==> config.mk <==
export PLATFORM = sky130hd
export DESIGN_NAME = ring_frc_from_remote_receiver
export DESIGN_NICKNAME = d
export VERILOG_FILES = /design/src/rtl/ring_frc_from_remote_receiver.sv
export SDC_FILE = /design/constraint.sdc
export NUM_CORES = 2
export LEC_CHECK = 0
export BUFFER_PORTS_ARGS = -buffer_cell sky130_fd_sc_hd__buf_2
export CORE_MARGIN = 1
export CORE_UTILIZATION = 55
export CTS_CLUSTER_DIAMETER = 150
export DETAILED_ROUTE_END_ITERATION = 10
export PLACE_DENSITY = 0.72
export SETUP_SLACK_MARGIN = 0.15
export SLEW_MARGIN = 20
export SYNTH_ARGS = -nofsm -noshare
export SYNTH_HDL_FRONTEND = slang
export SYNTH_SLANG_ARGS = --single-unit
==> constraint.sdc <==
create_clock -name clk -period 35.5 [get_ports clk]
set_clock_uncertainty 0.05 [all_clocks]
set_input_delay 7.1 -clock clk [delete_from_list [all_inputs] [get_ports clk]]
set_output_delay 7.1 -clock clk [all_outputs]
set_load 0.01 [all_outputs]
==> src/rtl/ring_frc_from_remote_receiver.sv <==
// Receive stage for remote force packets on the ring: source check, FIFO buffering,
// first-word-fall-through output register and per-source end-of-iteration tracking.
module ring_frc_from_remote_receiver #(
    parameter int unsigned FLOAT_WIDTH          = 32,
    parameter int unsigned GLOBAL_CELL_ID_WIDTH = 3,
    parameter int unsigned PARTICLE_ID_WIDTH    = 7,
    parameter int unsigned NODE_ID_WIDTH        = 3,
    parameter int unsigned NUM_REMOTE_SRC_NODES = 3,
    parameter int unsigned FIFO_DEPTH           = 16,
    parameter int unsigned PKT_W = 3*FLOAT_WIDTH + 3*GLOBAL_CELL_ID_WIDTH + PARTICLE_ID_WIDTH
                                   + NODE_ID_WIDTH + 1
) (
    input  logic                              clk,
    input  logic                              rst,
    input  logic [NODE_ID_WIDTH-1:0]          i_init_id,
    input  logic                              i_iter_start,
    input  logic [PKT_W-1:0]                  i_axis_tdata,
    input  logic                              i_axis_tvalid,
    input  logic                              i_axis_tlast,
    output logic                              o_axis_tready,
    output logic [3*FLOAT_WIDTH-1:0]          o_frc,
    output logic [3*GLOBAL_CELL_ID_WIDTH-1:0] o_frc_gcid,
    output logic [PARTICLE_ID_WIDTH-1:0]      o_frc_parid,
    output logic                              o_frc_valid,
    input  logic                              i_frc_ready,
    output logic                              o_all_remote_frc_received,
    output logic [15:0]                       o_rx_count,
    output logic                              o_err
);

    localparam int unsigned ENTRY_W = 3*FLOAT_WIDTH + 3*GLOBAL_CELL_ID_WIDTH + PARTICLE_ID_WIDTH;
    localparam int unsigned AW      = $clog2(FIFO_DEPTH);
    localparam int unsigned CNT_W   = AW + 1;
    localparam int unsigned NSRC    = NUM_REMOTE_SRC_NODES;

    // Packet fields; force, gcid and parid are contiguous from the LSB, so one slice is the FIFO entry
    logic [ENTRY_W-1:0]       pkt_entry;
    logic [NODE_ID_WIDTH-1:0] pkt_src;
    logic                     pkt_empty;
    logic [NODE_ID_WIDTH-1:0] src_offset;
    logic                     src_legal;

    assign pkt_entry  = i_axis_tdata[ENTRY_W-1:0];
    assign pkt_src    = i_axis_tdata[ENTRY_W +: NODE_ID_WIDTH];
    assign pkt_empty  = i_axis_tdata[PKT_W-1];
    assign src_offset = pkt_src - i_init_id;
    assign src_legal  = (src_offset != '0) && (32'(src_offset) <= NSRC);

    logic accept;
    logic wr_en;
    logic rd_en;

    logic [ENTRY_W-1:0] mem [FIFO_DEPTH];
    logic [AW-1:0]      wr_ptr;
    logic [AW-1:0]      rd_ptr;
    logic [CNT_W-1:0]   count_q;
    logic [CNT_W-1:0]   count_next;

    assign accept = i_axis_tvalid && o_axis_tready;
    assign wr_en  = accept && src_legal && !pkt_empty;
    assign rd_en  = (count_q != '0) && (!o_frc_valid || i_frc_ready);

    always_comb begin
        count_next = count_q;
        if (wr_en && !rd_en) begin
            count_next = count_q + CNT_W'(1);
        end else if (!wr_en && rd_en) begin
            count_next = count_q - CNT_W'(1);
        end
    end

    // Storage array carries no reset; pointers and occupancy define its validity
    always_ff @(posedge clk) begin
        if (wr_en) begin
            mem[wr_ptr] <= pkt_entry;
        end
    end

    always_ff @(posedge clk or negedge rst) begin
        if (!rst) begin
            wr_ptr        <= '0;
            rd_ptr        <= '0;
            count_q       <= '0;
            o_axis_tready <= 1'b0;
        end else begin
            if (wr_en) wr_ptr <= wr_ptr + AW'(1);
            if (rd_en) rd_ptr <= rd_ptr + AW'(1);
            count_q       <= count_next;
            o_axis_tready <= (count_next < CNT_W'(FIFO_DEPTH));
        end
    end

    // Output register: reloads from the FIFO head on the handshake cycle for 1/cycle throughput
    always_ff @(posedge clk or negedge rst) begin
        if (!rst) begin
            o_frc_valid <= 1'b0;
            o_frc       <= '0;
            o_frc_gcid  <= '0;
            o_frc_parid <= '0;
        end else if (rd_en) begin
            o_frc_valid                          <= 1'b1;
            {o_frc_parid, o_frc_gcid, o_frc}     <= mem[rd_ptr];
        end else if (i_frc_ready) begin
            o_frc_valid <= 1'b0;
        end
    end

    logic [NSRC-1:0] done_q;
    logic [NSRC-1:0] done_hit;
    logic [NSRC-1:0] done_base;
    logic [NSRC-1:0] done_next;
    logic            err_base;
    logic            err_next;
    logic [15:0]     rx_base;
    logic [15:0]     rx_next;

    always_comb begin
        for (int unsigned i = 0; i < NSRC; i++) begin
            done_hit[i] = (32'(src_offset) == i + 1);
        end
    end

    // Iteration clear is applied first so a coincident packet lands in the new iteration
    always_comb begin
        done_base = i_iter_start ? '0 : done_q;
        err_base  = i_iter_start ? 1'b0 : o_err;
        rx_base   = i_iter_start ? 16'd0 : o_rx_count;
        done_next = done_base;
        err_next  = err_base;
        rx_next   = rx_base;
        if (accept) begin
            if (!src_legal) begin
                err_next = 1'b1;
            end else begin
                if (i_axis_tlast) begin
                    if ((done_base & done_hit) != '0) err_next = 1'b1;
                    done_next = done_base | done_hit;
                end
                if (!pkt_empty && (rx_base != 16'hFFFF)) begin
                    rx_next = rx_base + 16'd1;
                end
            end
        end
    end

    always_ff @(posedge clk or negedge rst) begin
        if (!rst) begin
            done_q                    <= '0;
            o_err                     <= 1'b0;
            o_rx_count                <= 16'd0;
            o_all_remote_frc_received <= 1'b0;
        end else begin
            done_q                    <= done_next;
            o_err                     <= err_next;
            o_rx_count                <= rx_next;
            o_all_remote_frc_received <= !i_iter_start && (&done_q) && (count_q == '0) && !o_frc_valid;
        end
    end

endmodule

# [After elaboration in Yosys (flattened, before gate mapping)]
# Memories as Yosys holds them, arrays and structs flattened. A register that Yosys moved wholly into a read port is not among the register bits.
# Index checks and enable logic that the tools add are counted.
[word_totals] reg_bits=36 ram_bits=1792 input_bits=125 out_inout_bits=132 n_memories=1
[mem_list] memory="mem" words=16 word_bits=112 read_ports=1 rd_ports_with_merged_regs=1 write_ports=1 line="53" source="logic [ENTRY_W-1:0] mem [FIFO_DEPTH];"
[op_classes] addsub=6 magnitude_cmp=2 eq_ne=4 muxes=19 n_bitwise=2 reduce_logical=24
[op_table] operator="$mux 16" count=4
[op_table] operator="$add 16x1->16 const B" count=1
[op_table] operator="$ne 16x16->1 const B" count=1
[op_table] operator="$mux 3" count=4
[op_table] operator="$logic_and 1x1->1" count=11
[op_table] operator="$mux 5" count=2
[op_table] operator="$mux 1" count=9
[op_table] operator="$add 4x1->4 const B" count=2
[op_table] operator="$eq 3x2->1 const B" count=2
[op_table] operator="$logic_not 1->1" count=6
[op_table] operator="$reduce_bool 3->1" count=2
[op_table] operator="$add 5x1->5 const B" count=1
[op_table] operator="$logic_not 5->1" count=1
[op_table] operator="$lt 5x5->1 const B" count=1
[op_table] operator="$reduce_bool 5->1" count=1
[op_table] operator="$sub 5x1->5 const B" count=1
[op_table] operator="$and 3x3->3" count=1
[op_table] operator="$eq 3x1->1 const B" count=1
[op_table] operator="$le 3x2->1 const B" count=1
[op_table] operator="$or 3x3->3" count=1
[op_table] operator="$reduce_and 3->1" count=1
[op_table] operator="$sub 3x3->3" count=1
[op_table] operator="$reduce_bool 2->1" count=1
[op_table] operator="$logic_or 1x1->1" count=1

# [Longest topological paths before layout]
[logic_depth] depth_word=10 mapped_depth=15

# [Worst setup path before layout]
# OpenSTA, ideal clock, no wires.
[synth_path] kind="input-to-reg" start="input i_axis_tdata[112]" end="memory mem[3][0] in the netlist's numbering (enable)" arrival_ps=20022 required_time_ps=34552 path_slack_ps=14530 stages=8 path_cell_list="inv_1 ha_1 inv_1 fa_1 xnor3_1 or4_4 buf_6 nor4b_1"
[synth_between] elab_chain_cells=7 elab_cells_between_ends=8 classes_between="1 x add/sub; 1 x order compare; 2 x mux; 4 x reduce/logical"
[synth_lines] element="start: declaration" line="17" source="input logic [PKT_W-1:0] i_axis_tdata,"
[synth_lines] element="$sub 3x3->3 (*)" line="46" source="assign src_offset = pkt_src - i_init_id;"
[synth_lines] element="$le 3x2->1 / $reduce_bool 3->1 (equally long branches)" line="47" source="assign src_legal = (src_offset != '0) && (32'(src_offset) <= NSRC);"
[synth_lines] element="$logic_and 1x1->1 (*)" line="47"
[synth_lines] element="$logic_and 1x1->1 (*) (2 in series)" line="60" source="assign wr_en = accept && src_legal && !pkt_empty;"
[synth_lines] element="$mux 1 (*)" line="74" source="if (wr_en) begin"
[synth_lines] element="$mux 1 (implied by the code) (*)" line="75" source="mem[wr_ptr] <= pkt_entry;"
[synth_lines] element="end: declaration" line="53"
# Mark *: on every way between the ends. The rest lies on a longest branch, timed or not.

# [Worst setup path in the final report]
[layout_path] start="input i_axis_tdata[112]" end="memory mem[7][31] in the netlist's numbering (enable)"
# The elaborated chain is that of the path after synthesis.

==> results.md <==
* Status: finished clean
* Max-slew headroom at around a fifth
* Mapped Area at between 70000 and 80000 um2
* Net Switching at 1.77 mW
* Worst-path maximum fanout at between 50 and 60
* WP data required at 35.86 ns
* Synth Register Bits at between 1500 and 2000
* Mapped Cells at between 3000 and 4000
* RSZ-0062 raised after global routing: false
* Die area at roughly 130000 um2
* Hold buffer count at CTS at 0
* Total clock sinks at around 1900
* Non-filler cells in the finished layout at approximately 5600
* Worst path bufs/invs at 6
* Post-CTS sizing at 0
* Clk slew on worst S/H paths at ~0.06 ns
* Worst-Skew Late Latency at between 0.8 and 0.9 ns
* Top-count cell post-synth: edfxtp_1
* CP delay by family, top: buffers and inverters
* Synth async-reset ratio at between 7 and 8%
* Width of the die at about 370 um
* Starting Density at a little under three fifths
* WL/cell at about 29 um
* Final Wtd Congestion at approximately 0.77
* Clock Power Share at between 30% and 40%
* Slowest cell on the critical path: buf_4
* Top cell type by total area after synthesis: edfxtp_1
* Most frequent cells after synthesis: edfxtp_1 (1792), mux4_2 (448), nand2_1 (198)
* Global route overflow at 0
* Slew Viols, Final at 0
* Initial antenna violation count at 19
* Clk buf depth at 3
* Post-CTS Setup Bufs at 0
* Period utilization at ~30%
* Final net count at roughly 3800
* IO Pins at roughly 260
* Logic pwr share at around a quarter
* Rows at 133
* CP most frequent cell: inv_1
* Post-DP HPWL at between 80000 and 90000 um
* Setup TNS at 0 ns
* Int Pwr at ~4.4 mW
* P_leak at 26.7 nW
* CTS tree: done
* Seq pwr share at ~45%
* WP data arrival at about 11 ns
* Post-synthesis sequential area ratio at between 70 and 80%
* Critical-path cell list: buf_2 > inv_1 > ha_1 > inv_1 > fa_1 > xnor3_1 > or4_4 > inv_1 > nand2_1 > nor3b_2 > buf_4 > buf_4
* Fin area at 82400 um2
* IO buf count at 256
* Vias in the first global route at 36100
* Worst-margin pin slew at about 1.2 ns
* Max Cap Viol at 0
* Routed via count at 34900
* Setup violations, final at 0
* Setup crit end kind: flip-flop
* P per Cell Area at about 74 nW/um2
* Pre-antenna DRT Iters at 7
* Setup CP Type: in2reg
* DP Area at 76500 um2
* Largest net degree at the start of global routing at 181
* Post-Syn Area per Cell at between 20 and 25 um2
* H-tree depth at 4
* VDD IR max at 83.2 uV
* Core Footprint at roughly 130000 um2
* Synthesis Warnings at 0
* Synth cell types at 57
* Vias per std cell at between 6 and 7
* Initial detailed-routing violation count at between 3000 and 4000
* Die Ht at between 300 and 400 um
* HP Class: reg2reg
* Max Clk Rate at 91.6 MHz
* Largest cells by area after synthesis: edfxtp_1 (74%), mux4_2 (14%), dfrtp_1 (5.1%), o221ai_1 (1.4%), nand2_1 (1.0%)
* Area occupied by multi-input gates at about 15000 um2
* TritonCTS Buffers at 186
* Synth Flop Type: edfxtp_1
* Net Sw Frac at 28.8%
* Yosys top cell area share at between 70% and 80%
* Share of cells above drive strength 1 at between 20 and 30%
* FF+latch area at approximately 58000 um2
* Clk root buf: clkbuf_16
* Pwr Total at 6.13 mW
* Placed cells at between 5000 and 6000
* DRT antenna net count at 0
* Final Hold Fails at 0
* Global-route usage over all layers at ~24%
* Area Growth Syn to Fin at 12.5%
* Global-route wire length before repair at roughly 240000 um
* Final wirelength at about 160000 um
* Startpoint Class: input pin
* CP max stage delay at ~0.90 ns
* Fillers at 8799
* Min cycle time layout at around 11 ns
* Drc violations at 0
* Hold_ws at approximately 0.42 ns
* Post-synth EDFFs at 1792
* Syn Nets at ~3500
-- per-layer routing --
| layer | track usage, % | vias to the layer above | wire [um] | share of wire (%) |
|---|---|---|---|---|
| li1 | - | 14600 | - | - |
| met1 | 34.9 | 18600 | 65100 | 41 |
| met2 | 38.4 | 1491 | 78000 | 49 |
| met3 | 4.66 | 240 | 13100 | 8.2 |
| met4 | 6.27 | 10 | 3520 | 2.2 |
| met5 | 0 | - | 52 | 0.033 |
-- power groups by stage --
| stage | clock [mW] | sequential [mW] | combinational, mW |
|---|---|---|---|
| after floorplan | 0 | 2.74 | 1.07 |
| after global placement | 0 | 2.78 | 1.52 |
| after detailed placement | 0 | 2.78 | 1.53 |
| after CTS | 1.92 | 2.73 | 1.53 |
| after global routing | 2.01 | 2.74 | 1.62 |
| final | 1.90 | 2.73 | 1.51 |
-- through the flow --
step | utilization (%) | worst slack, ns
finish | 62.5 | 24.58
global route | 62.5 | 24.44
CTS | 62.5 | 24.65
detailed placement | 58.0 | 23.79
global placement | 58.0 | 23.84
floorplan | - | 14.53
-- cells in the final DEF (no fill, tap or decap), types with 5 or more instances in the layout --
cell type / instances
a211oi_1: 50
nand3_1: 9
o221ai_1: 113
clkinv_2: 26
mux4_2: 448
nor2b_1: 57
buf_12: 5
buf_2: 255
edfxtp_1: 1792
o21ai_0: 120
mux2i_1: 65
xnor2_1: 10
nor3_1: 6
inv_1: 16
buf_4: 54
nand2_1: 197
nand4_1: 6
bufinv_16: 8
clkbuf_8: 17
diode_2: 6
a21oi_1: 8
clkinv_1: 25
clkbuf_16: 191
clkbuf_1: 71
nor2_1: 17
ha_1: 11
dfrtp_1: 144
-- worst paths after layout --
path	start	to	slack, ns	cells past startpoint
setup / recovery	i_axis_tdata[112]	mem[7][31]	24.58	12
hold / removal	o_frc[49]	o_frc[49]	0.42	2
setup reg to reg	rd_ptr[2]	o_frc_gcid[7]	31.18	5
hold reg to reg	o_frc[49]	o_frc[49]	0.42	2
max in group asynchronous	rst	rd_ptr[0]	26.82	3
min in group asynchronous	rst	o_err	6.21	1
-- area by class of cell --
class | count | area share (%)
Sequential cell | 1940 | 69.8
Multi-Input combinational cell | 1185 | 18.1
Clock buffer | 278 | 6.39
Tap cell | 1755 | 2.67
Timing Repair Buffer | 315 | 2.18
Clock inverter | 69 | 0.705
Inverter | 17 | 0.0790
Antenna cell | 6 | 0.0182
-- worst register-to-register path, cell delays in order (launching register included) --
cell and delay (ns):
dfrtp_4 1.06, buf_4 0.88, buf_4 0.75, nand2_4 0.74, o221ai_1 0.55, o21ai_0 0.14
-- flip-flops by register name, summed over array words and instances (netlist names), 4 cells and up, named ones only --
| signal | count |
|---|---|
| mem | 1792 |
| o_frc | 96 |
| o_rx_count | 16 |
| o_frc_gcid | 9 |
| o_frc_parid | 7 |
| count_q | 4 |
| rd_ptr | 4 |
| wr_ptr | 4 |
-- logic make-up after synthesis --
logic type                 after synthesis  synth area share (%)
buffers and inverters                  208                  1.17
AOI/OAI and AO/OA                      308                  2.95
DFF                                   1940                  78.6
xor gates and xnor gates                15                 0.198
adders and majority gates               12                 0.215
and+or+nand+nor                        333                  2.13
muxes                                  517                  14.7
Power figures use the tool's default switching activity.
